--- config.mk ---
export PLATFORM = sky130hd
export DESIGN_NAME = cobertura_ctrl
export DESIGN_NICKNAME = d
export VERILOG_FILES = /design/src/rtl/cobertura_ctrl.sv
export SDC_FILE = /design/constraint.sdc
export NUM_CORES = 1
export LEC_CHECK = 0
export BUFFER_PORTS_ARGS = -buffer_cell sky130_fd_sc_hd__buf_2
export CORE_ASPECT_RATIO = 1.75
export CORE_MARGIN = 4
export CORE_UTILIZATION = 47
export CTS_BUF_LIST = sky130_fd_sc_hd__clkbuf_8 sky130_fd_sc_hd__clkbuf_16
export CTS_CLUSTER_DIAMETER = 30
export CTS_CLUSTER_SIZE = 8
export DETAILED_ROUTE_END_ITERATION = 7
export MAX_ROUTING_LAYER = met4
export PLACE_DENSITY = 0.72
export SYNTH_ARGS = -nofsm -noshare
export SYNTH_HDL_FRONTEND = slang
export SYNTH_SLANG_ARGS = --single-unit
--- constraint.sdc ---
create_clock -name clk -period 4.7 [get_ports clk]
set_input_delay 0.235 -clock clk [delete_from_list [all_inputs] [get_ports clk]]
set_output_delay 0.235 -clock clk [all_outputs]
set_load 0.03 [all_outputs]
--- src/rtl/cobertura_ctrl.sv ---
// cobertura_ctrl: motorised roof/cover controller.
//   Synchronises the L/U sensors and the Fd/Fe end-stops. L and U are also
//   debounced. The block then drives the motor open (A) or closed (F), with a
//   dead time between drives, a travel timeout and a latched fault state.
// Ports:
//   clk, rst_n             clock (rising edge), asynchronous active-low reset
//   L, U                   light / rain sensors (async pins)
//   Fd, Fe                 open / closed end-stops (async pins)
//   clr_falha              synchronous fault clear pulse
//   man_en, man_abrir, man_fechar
//                          manual override, present only with COBERTURA_MANUAL_EN
//   A, F                   motor drive open / close
//   estado                 state: 0 PARADO, 1 ABRINDO, 2 FECHANDO, 3 FALHA
//   falha                  high while in FALHA
// Build option: define COBERTURA_MANUAL_EN to add the manual override inputs.
module cobertura_ctrl #(
  parameter int unsigned DEBOUNCE_CYCLES = 4,
  parameter int unsigned TIMEOUT_CYCLES  = 1000,
  parameter int unsigned DEADTIME_CYCLES = 16
) (
  input  logic       clk,
  input  logic       rst_n,
  input  logic       L,
  input  logic       U,
  input  logic       Fd,
  input  logic       Fe,
  input  logic       clr_falha,
`ifdef COBERTURA_MANUAL_EN
  input  logic       man_en,
  input  logic       man_abrir,
  input  logic       man_fechar,
`endif
  output logic       A,
  output logic       F,
  output logic [1:0] estado,
  output logic       falha
);

  localparam int unsigned DB_W = $clog2(DEBOUNCE_CYCLES + 1);
  localparam int unsigned TM_W = $clog2(TIMEOUT_CYCLES + 1);
  localparam int unsigned DT_W = (DEADTIME_CYCLES == 0) ? 1 : $clog2(DEADTIME_CYCLES + 1);
`ifdef COBERTURA_MANUAL_EN
  localparam int unsigned NSYNC = 7;
`else
  localparam int unsigned NSYNC = 4;
`endif

  typedef enum logic [1:0] {
    PARADO   = 2'd0,
    ABRINDO  = 2'd1,
    FECHANDO = 2'd2,
    FALHA    = 2'd3
  } state_t;

  logic [NSYNC-1:0]       meta_q, meta_d, sync_q, sync_d;
  logic [1:0]             filt_q, filt_d;
  logic [1:0][DB_W-1:0]   db_cnt_q, db_cnt_d;
  logic [TM_W-1:0]        tm_cnt_q, tm_cnt_d;
  logic [DT_W-1:0]        dt_cnt_q, dt_cnt_d;
  state_t                 state_q, state_d;
  logic                   fd_s, fe_s, lf, uf;
  logic                   req_abrir, req_fechar;

  // Two-flop synchroniser; bit order {man..., Fe, Fd, U, L}.
  always_comb begin
`ifdef COBERTURA_MANUAL_EN
    meta_d = {man_fechar, man_abrir, man_en, Fe, Fd, U, L};
`else
    meta_d = {Fe, Fd, U, L};
`endif
    sync_d = meta_q;
  end

  assign fd_s = sync_q[2];
  assign fe_s = sync_q[3];
  assign lf   = filt_q[0];
  assign uf   = filt_q[1];

  // Debounce L/U: the filtered value follows only after DEBOUNCE_CYCLES
  // consecutive cycles of disagreement; any agreement restarts the count.
  always_comb begin
    filt_d   = filt_q;
    db_cnt_d = '0;
    for (int i = 0; i < 2; i++) begin
      if (sync_q[i] != filt_q[i]) begin
        if (db_cnt_q[i] == DB_W'(DEBOUNCE_CYCLES - 1)) begin
          filt_d[i] = sync_q[i];
        end else begin
          db_cnt_d[i] = db_cnt_q[i] + DB_W'(1);
        end
      end
    end
  end

  // Request selection; both manual buttons together cancel each other.
  always_comb begin
    req_fechar = lf | uf;
    req_abrir  = ~lf & ~uf;
`ifdef COBERTURA_MANUAL_EN
    if (sync_q[4]) begin
      req_abrir  = sync_q[5] & ~sync_q[6];
      req_fechar = sync_q[6] & ~sync_q[5];
    end
`endif
  end

  // Next state and counters.
  always_comb begin
    state_d  = state_q;
    tm_cnt_d = tm_cnt_q;
    dt_cnt_d = dt_cnt_q;
    unique case (state_q)
      PARADO: begin
        if (dt_cnt_q < DT_W'(DEADTIME_CYCLES)) begin
          dt_cnt_d = dt_cnt_q + DT_W'(1);
        end else if (req_fechar && !fe_s) begin
          state_d = FECHANDO;
        end else if (req_abrir && !fd_s) begin
          state_d = ABRINDO;
        end
      end
      ABRINDO: begin
        tm_cnt_d = tm_cnt_q + TM_W'(1);
        if (fd_s || req_fechar) begin
          state_d = PARADO;
        end else if (tm_cnt_q == TM_W'(TIMEOUT_CYCLES - 1)) begin
          state_d = FALHA;
        end
      end
      FECHANDO: begin
        tm_cnt_d = tm_cnt_q + TM_W'(1);
        if (fe_s || req_abrir) begin
          state_d = PARADO;
        end else if (tm_cnt_q == TM_W'(TIMEOUT_CYCLES - 1)) begin
          state_d = FALHA;
        end
      end
      FALHA: begin
        if (clr_falha) begin
          state_d = PARADO;
        end
      end
      default: state_d = PARADO;
    endcase
    // Both end-stops active at once is physically impossible: fault first.
    if (state_q != FALHA && fd_s && fe_s) begin
      state_d = FALHA;
    end
    // Entry actions: fresh travel timer, fresh dead time on every stop.
    if (state_d != state_q) begin
      tm_cnt_d = '0;
      if (state_d == PARADO) begin
        dt_cnt_d = '0;
      end
    end
  end

  always_ff @(posedge clk or negedge rst_n) begin
    if (!rst_n) begin
      meta_q   <= '0;
      sync_q   <= '0;
      filt_q   <= '0;
      db_cnt_q <= '0;
      tm_cnt_q <= '0;
      dt_cnt_q <= DT_W'(DEADTIME_CYCLES);
      state_q  <= PARADO;
    end else begin
      meta_q   <= meta_d;
      sync_q   <= sync_d;
      filt_q   <= filt_d;
      db_cnt_q <= db_cnt_d;
      tm_cnt_q <= tm_cnt_d;
      dt_cnt_q <= dt_cnt_d;
      state_q  <= state_d;
    end
  end

  // Outputs decoded from the state flop, so reset drops them at once.
  assign A      = (state_q == ABRINDO);
  assign F      = (state_q == FECHANDO);
  assign falha  = (state_q == FALHA);
  assign estado = state_q;

endmodule
After elaboration in Yosys (flattened, before gate mapping)
Cells that the tools add are included.
{"block": "classes", "n_reduce_logical": 14, "n_mux": 19, "order_cmp": 1, "eq_ne": 10, "n_addsub": 4, "bitwise": 4}
{"cell": "$mux W10", "count": 2}
{"cell": "$mux W5", "count": 4}
{"cell": "$mux W2", "count": 8}
{"cell": "$mux W3", "count": 4}
{"cell": "$add A10 B1 Y10 const B", "count": 1}
{"cell": "$eq A10 B10 Y1 const B", "count": 1}
{"cell": "$pmux W2 S4", "count": 1}
{"cell": "$add A3 B1 Y3 const B", "count": 2}
{"cell": "$eq A3 B2 Y1 const B", "count": 2}
{"cell": "$add A5 B1 Y5 const B", "count": 1}
{"cell": "$lt A5 B5 Y1 const B", "count": 1}
{"cell": "$eq A2 B2 Y1 const B", "count": 2}
{"cell": "$logic_and A1 B1 Y1", "count": 4}
{"cell": "$logic_not A2 Y1", "count": 2}
{"cell": "$reduce_and A2 Y1", "count": 2}
{"cell": "$eq A2 B1 Y1 const B", "count": 1}
{"cell": "$logic_not A1 Y1", "count": 2}
{"cell": "$logic_or A1 B1 Y1", "count": 2}
{"cell": "$ne A1 B1 Y1", "count": 2}
{"cell": "$ne A2 B2 Y1", "count": 1}
{"cell": "$ne A2 B2 Y1 const B", "count": 1}
{"cell": "$not A1 Y1", "count": 2}
{"cell": "$reduce_bool A2 Y1", "count": 1}
{"cell": "$reduce_or A2 Y1", "count": 1}
{"cell": "other kinds (2)", "count": 2}
{"block": "totals", "out_inout_bits": 5, "ff_bits": 33, "elab_cells": 61, "inputBits": 7}

Longest topological paths before layout
{"block": "depth", "ltp_word": 11, "mapped_depth": 7, "ltp_nobuf": 7}

Worst setup path before layout
No wires, ideal clock.
{"block": "synth_timing", "kind": "register to register", "startpoint": "register state_q[0], in the netlist estado[0]", "endpoint": "register tm_cnt_q[0]", "arrival_time_ns": 2.489, "setup_time_ns": 0.138, "n_path_buf": 0, "setup_slack_ns": 2.073, "period_less_slack_ns": 2.627, "required_time_ns": 4.562, "stages_incl_launch_ff": 7, "cell_sequence": "dfrtp_1 ha_1 or4b_1 o31a_2 or4_4 a21oi_4 nor3_1"}
{"block": "synth_via", "elab_cells_between_ends": 20, "cone_classes": "eq/ne: 5; mux: 10; reduce/logical: 5"}
{"item": "from (decl)", "line_no": "60", "rtl": "state_t state_q, state_d;"}
{"item": "from (signal assigned)", "line_no": "174", "rtl": "state_q <= state_d;"}
{"item": "$eq A2 B1 Y1 *"}
{"item": "named net A", "line_no": "33", "rtl": "output logic A,"}
{"item": "$pmux W2 S4", "line_no": "112", "rtl": "unique case (state_q)"}
{"item": "$mux W2", "line_no": "146", "rtl": "if (state_q != FALHA && fd_s && fe_s) begin"}
{"item": "$ne A2 B2 Y1", "line_no": "150", "rtl": "if (state_d != state_q) begin"}
{"item": "$mux W10 / $reduce_bool A2 Y1 (equally long branches)"}
{"item": "to (signal assigned)", "line_no": "172", "rtl": "tm_cnt_q <= tm_cnt_d;"}
{"item": "to (decl)", "line_no": "58", "rtl": "logic [TM_W-1:0] tm_cnt_q, tm_cnt_d;"}
The timed path passes the listed nets; every way through them passes the cells marked *.
A chain may end at the register's enable or synchronous reset.

Worst setup path in the final report
{"block": "layout_timing", "startpoint": "register state_q[1], in the netlist estado[1]", "endpoint": "register tm_cnt_q[3]"}
{"block": "layout_via", "elab_chain_len": 7, "elab_cells_between_ends": 20, "cone_classes": "eq/ne: 5; mux: 10; reduce/logical: 5"}
{"item": "$mux W2", "line_no": "118", "rtl": "end else if (req_abrir && !fd_s) begin"}
{"item": "$mux W2", "line_no": "116", "rtl": "end else if (req_fechar && !fe_s) begin"}
{"item": "$mux W2", "line_no": "114", "rtl": "if (dt_cnt_q < DT_W'(DEADTIME_CYCLES)) begin"}
{"item": "$pmux W2 S4", "line_no": "112"}
{"item": "$mux W2", "line_no": "146"}
{"item": "$ne A2 B2 Y1", "line_no": "150"}
{"item": "$mux W10 / $reduce_bool A2 Y1 (equally long branches)"}
Parallel ways exist; a longest one is shown, timed or not.

==> impl_metrics.yaml <==
cts:
  cts_tree: "built"
  cts_buffers: 5
  post_cts_buffers: 0
  htree_levels: 2
  root_buffer: "clkbuf_8"
  clkTransAtPathRegs_ns: 0.06
  clock_latency_ns: 0.28
  cts_buffer_depth: 2
  cts_sinks: 33
  post_cts_resized: 0
  ctsHoldBuffers: 0
floorplanning:
  core_area_mm2: 0.003176
  rows: 27
  die-width_um: 51.45
  initial_core_util: 0.4890
  die_y_um: 84.04
  die_area_mm2: 0.004324
  io-pin-count: 12
routing:
  dr.pass1.iters: 6
  drtIter0Drc: 21
  wire_per_inst_um: 13.98
  viasPerCell: 5.333
  vias: 1040
  wl_mm: 2.726
  ant_nets: 0
  drc: 0
global_routing:
  overflow: 0
  grt_antenna_before_repair: 0
  gr-usage-met1: 0.1582
  grtUsageMet2: 0.2587
  track_usage: 0.1541
  grt_pass1_wl_mm: 4.933
  grt_max_degree: 34
  grt_busiest_layer: "met2"
  use_met3: 0.04830
  grt_pass1_vias: 1145
yosys:
  synthArstFlopShare: 1.000
  netlist_instances: 133
  synth_top_area_frac: 0.5157
  synthMostInstantiatedCell: "dfrtp_1"
  ys_seq_area_frac: 0.5326
  ys_types: 35
  synth.area.top_cells: "dfrtp_1, ha_1, xnor2_1"
  ys_ff_latch: 33
  syn_nets: 149
  synth_area_per_cell_um2: 11.67
  syn_area_mm2: 0.001553
  synth_common_cells: "dfrtp_1, nor3_1, nor2_1, xnor2_1, ha_1"
  synth_edf_count: 0
  yosys_warnings: 0
  yosysTopAreaCell: "dfrtp_1"
  ys.flop_type: "dfrtp_1"
worst_setup_path:
  crit_fanout: 10
  cp_data_arrival_time_ns: 2.64
  cp-end-kind: "flip-flop"
  cp.required_ns: 4.85
  startpoint_type: "flip-flop"
  path_class: "reg -> reg"
power_and_ir_drop:
  p_leak_nw: 0.7848
  clockPowerShare: 0.225
  powerDensity_mw_per_mm2: 575.0
  p_comb_frac: 0.379
  p_sw_frac: 0.3830
  seqPwrFrac: 0.396
  peakVddDrop_v: 0.0002943
  p_sw_mw: 0.3882
  internal_power_mw: 0.6255
sta:
  slew_headroom: 0.5316
  setup_tns_ns: 0
  finClkSkew_ns: 0.001421
  layout_setup_ws_ns: 2.208
  hold_violations: 2
  drv_slew: 0
  fmax_mhz: 401.3
  tightest_slew_ns: 0.7026
  setup_violations: 0
  min_period_over_period: 0.5302
  hold_slack_ns: -0.0008611
  fin_crit_ns: 2.492
  rsz0062_at_grt: "no"
min_path:
  hold_path.class: "in -> async"
placement:
  placedCellCount: 187
  io_buffers: 11
  dp.final_hpwl_mm: 1.999
  pre_cts_ws_ns: 2.239
  gp_congestion: 0.8472
status:
  violations: "hold timing"
  status: "finished, violations left"
layout:
  drive_gt1_frac: 0.1908
  area.growth.synth_to_final_pct: 13.54
  final_nets: 167
  antennaDiodeCount: 0
  stdcell_count: 195
job:
  maxCapViolations: 0
-- power by group through the flow --
stage | logic (mW) | registers [mW] | clock network, mW
3_5_place_dp | 0.388 | 0.407 | 0
4_1_cts | 0.391 | 0.401 | 0.238
5_1_grt | 0.431 | 0.411 | 0.253
3_3_place_gp | 0.371 | 0.400 | 0
6_report | 0.384 | 0.401 | 0.228
2_1_floorplan | 0.289 | 0.406 | 0
-- through the flow --
step	hold slack [ns]	power [mW]	util	instance area (µm²)
after floorplan	-0.06059	0.6956	-	1553
after global placement	0.3168	0.7716	0.5232	1662
after global routing	0.04857	1.095	0.5552	1763
after detailed placement	0.3351	0.7952	0.5232	1662
final	-0.0008611	1.014	0.5552	1763
after CTS	0.03047	1.030	0.5552	1763
-- cells by family (layout without fill, tap and decap cells) --
kind of cell,Yosys count,in the layout,synth area share
compound gates,14,14,0.07575
xor+xnor,14,14,0.07896
fa+ha+maj,9,9,0.07252
buf+inv,4,23,0.009667
flops,33,33,0.5326
mux,4,4,0.02740
simple gates,55,55,0.2031
-- sequential cells by signal (all words and copies together) (netlist names) --
name	cells
dt_cnt_q	5
sync_q	4
meta_q	4
filt_q	2
estado	2
db_cnt_q	6
tm_cnt_q	10
-- layer usage --
metal  up-vias  wire [µm]
met5         -          0
met4         0         65
met3         7        168
met2        24       1431
met1       504       1061
li1        505          -
-- layout make-up --
| cell class | count | area, µm² |
|---|---|---|
| repair buffers | 11 | 55.05 |
| fillers | 300 | 1413 |
| multi-input cells | 96 | 710.7 |
| flip-flops and latches | 33 | 827.0 |
| inverters | 4 | 15.01 |
| clock buffers | 7 | 96.34 |
| well taps | 43 | 53.80 |
| clock inverters | 1 | 5.005 |
-- worst max-delay path, stage by stage (launching register included) --
cell and delay, ns:
dfrtp_1 0.49, inv_1 0.15, ha_1 0.17, or4b_1 0.44
o31a_2 0.15, o41a_1 0.42, o22ai_2 0.40, nor3_1 0.12
-- final timing paths --
check | startpoint | end | slack, ns | depth (start not counted)
worst max-delay path | estado[1] | tm_cnt_q[3] | 2.21 | 7
max in group asynchronous | rst_n | db_cnt_q[3] | 4.25 | 1
worst min register to register | meta_q[2] | sync_q[2] | 0.35 | 0
min in group clk | Fd | meta_q[2] | 0.06 | 1
worst min-delay path | rst_n | dt_cnt_q[1] | -0.0009 | 1
worst max register to register | estado[1] | tm_cnt_q[3] | 2.21 | 7
-- cell usage in the layout, fill, tap and decap left out, drive strengths merged, types with 2 or more instances in the layout --
cell / count
and2: 2
o31a: 2
nor2b: 3
nand2: 6
mux2: 2
xnor2: 10
and3: 2
inv: 4
nor3b: 5
nand2b: 3
nand4: 4
mux2i: 2
clkbuf: 7
nor2: 10
nor3: 14
xor2: 4
dfrtp: 32
ha: 9
a21oi: 2
o21ai: 4
buf: 11
or4b: 2
(Power assumes the default switching activity.)
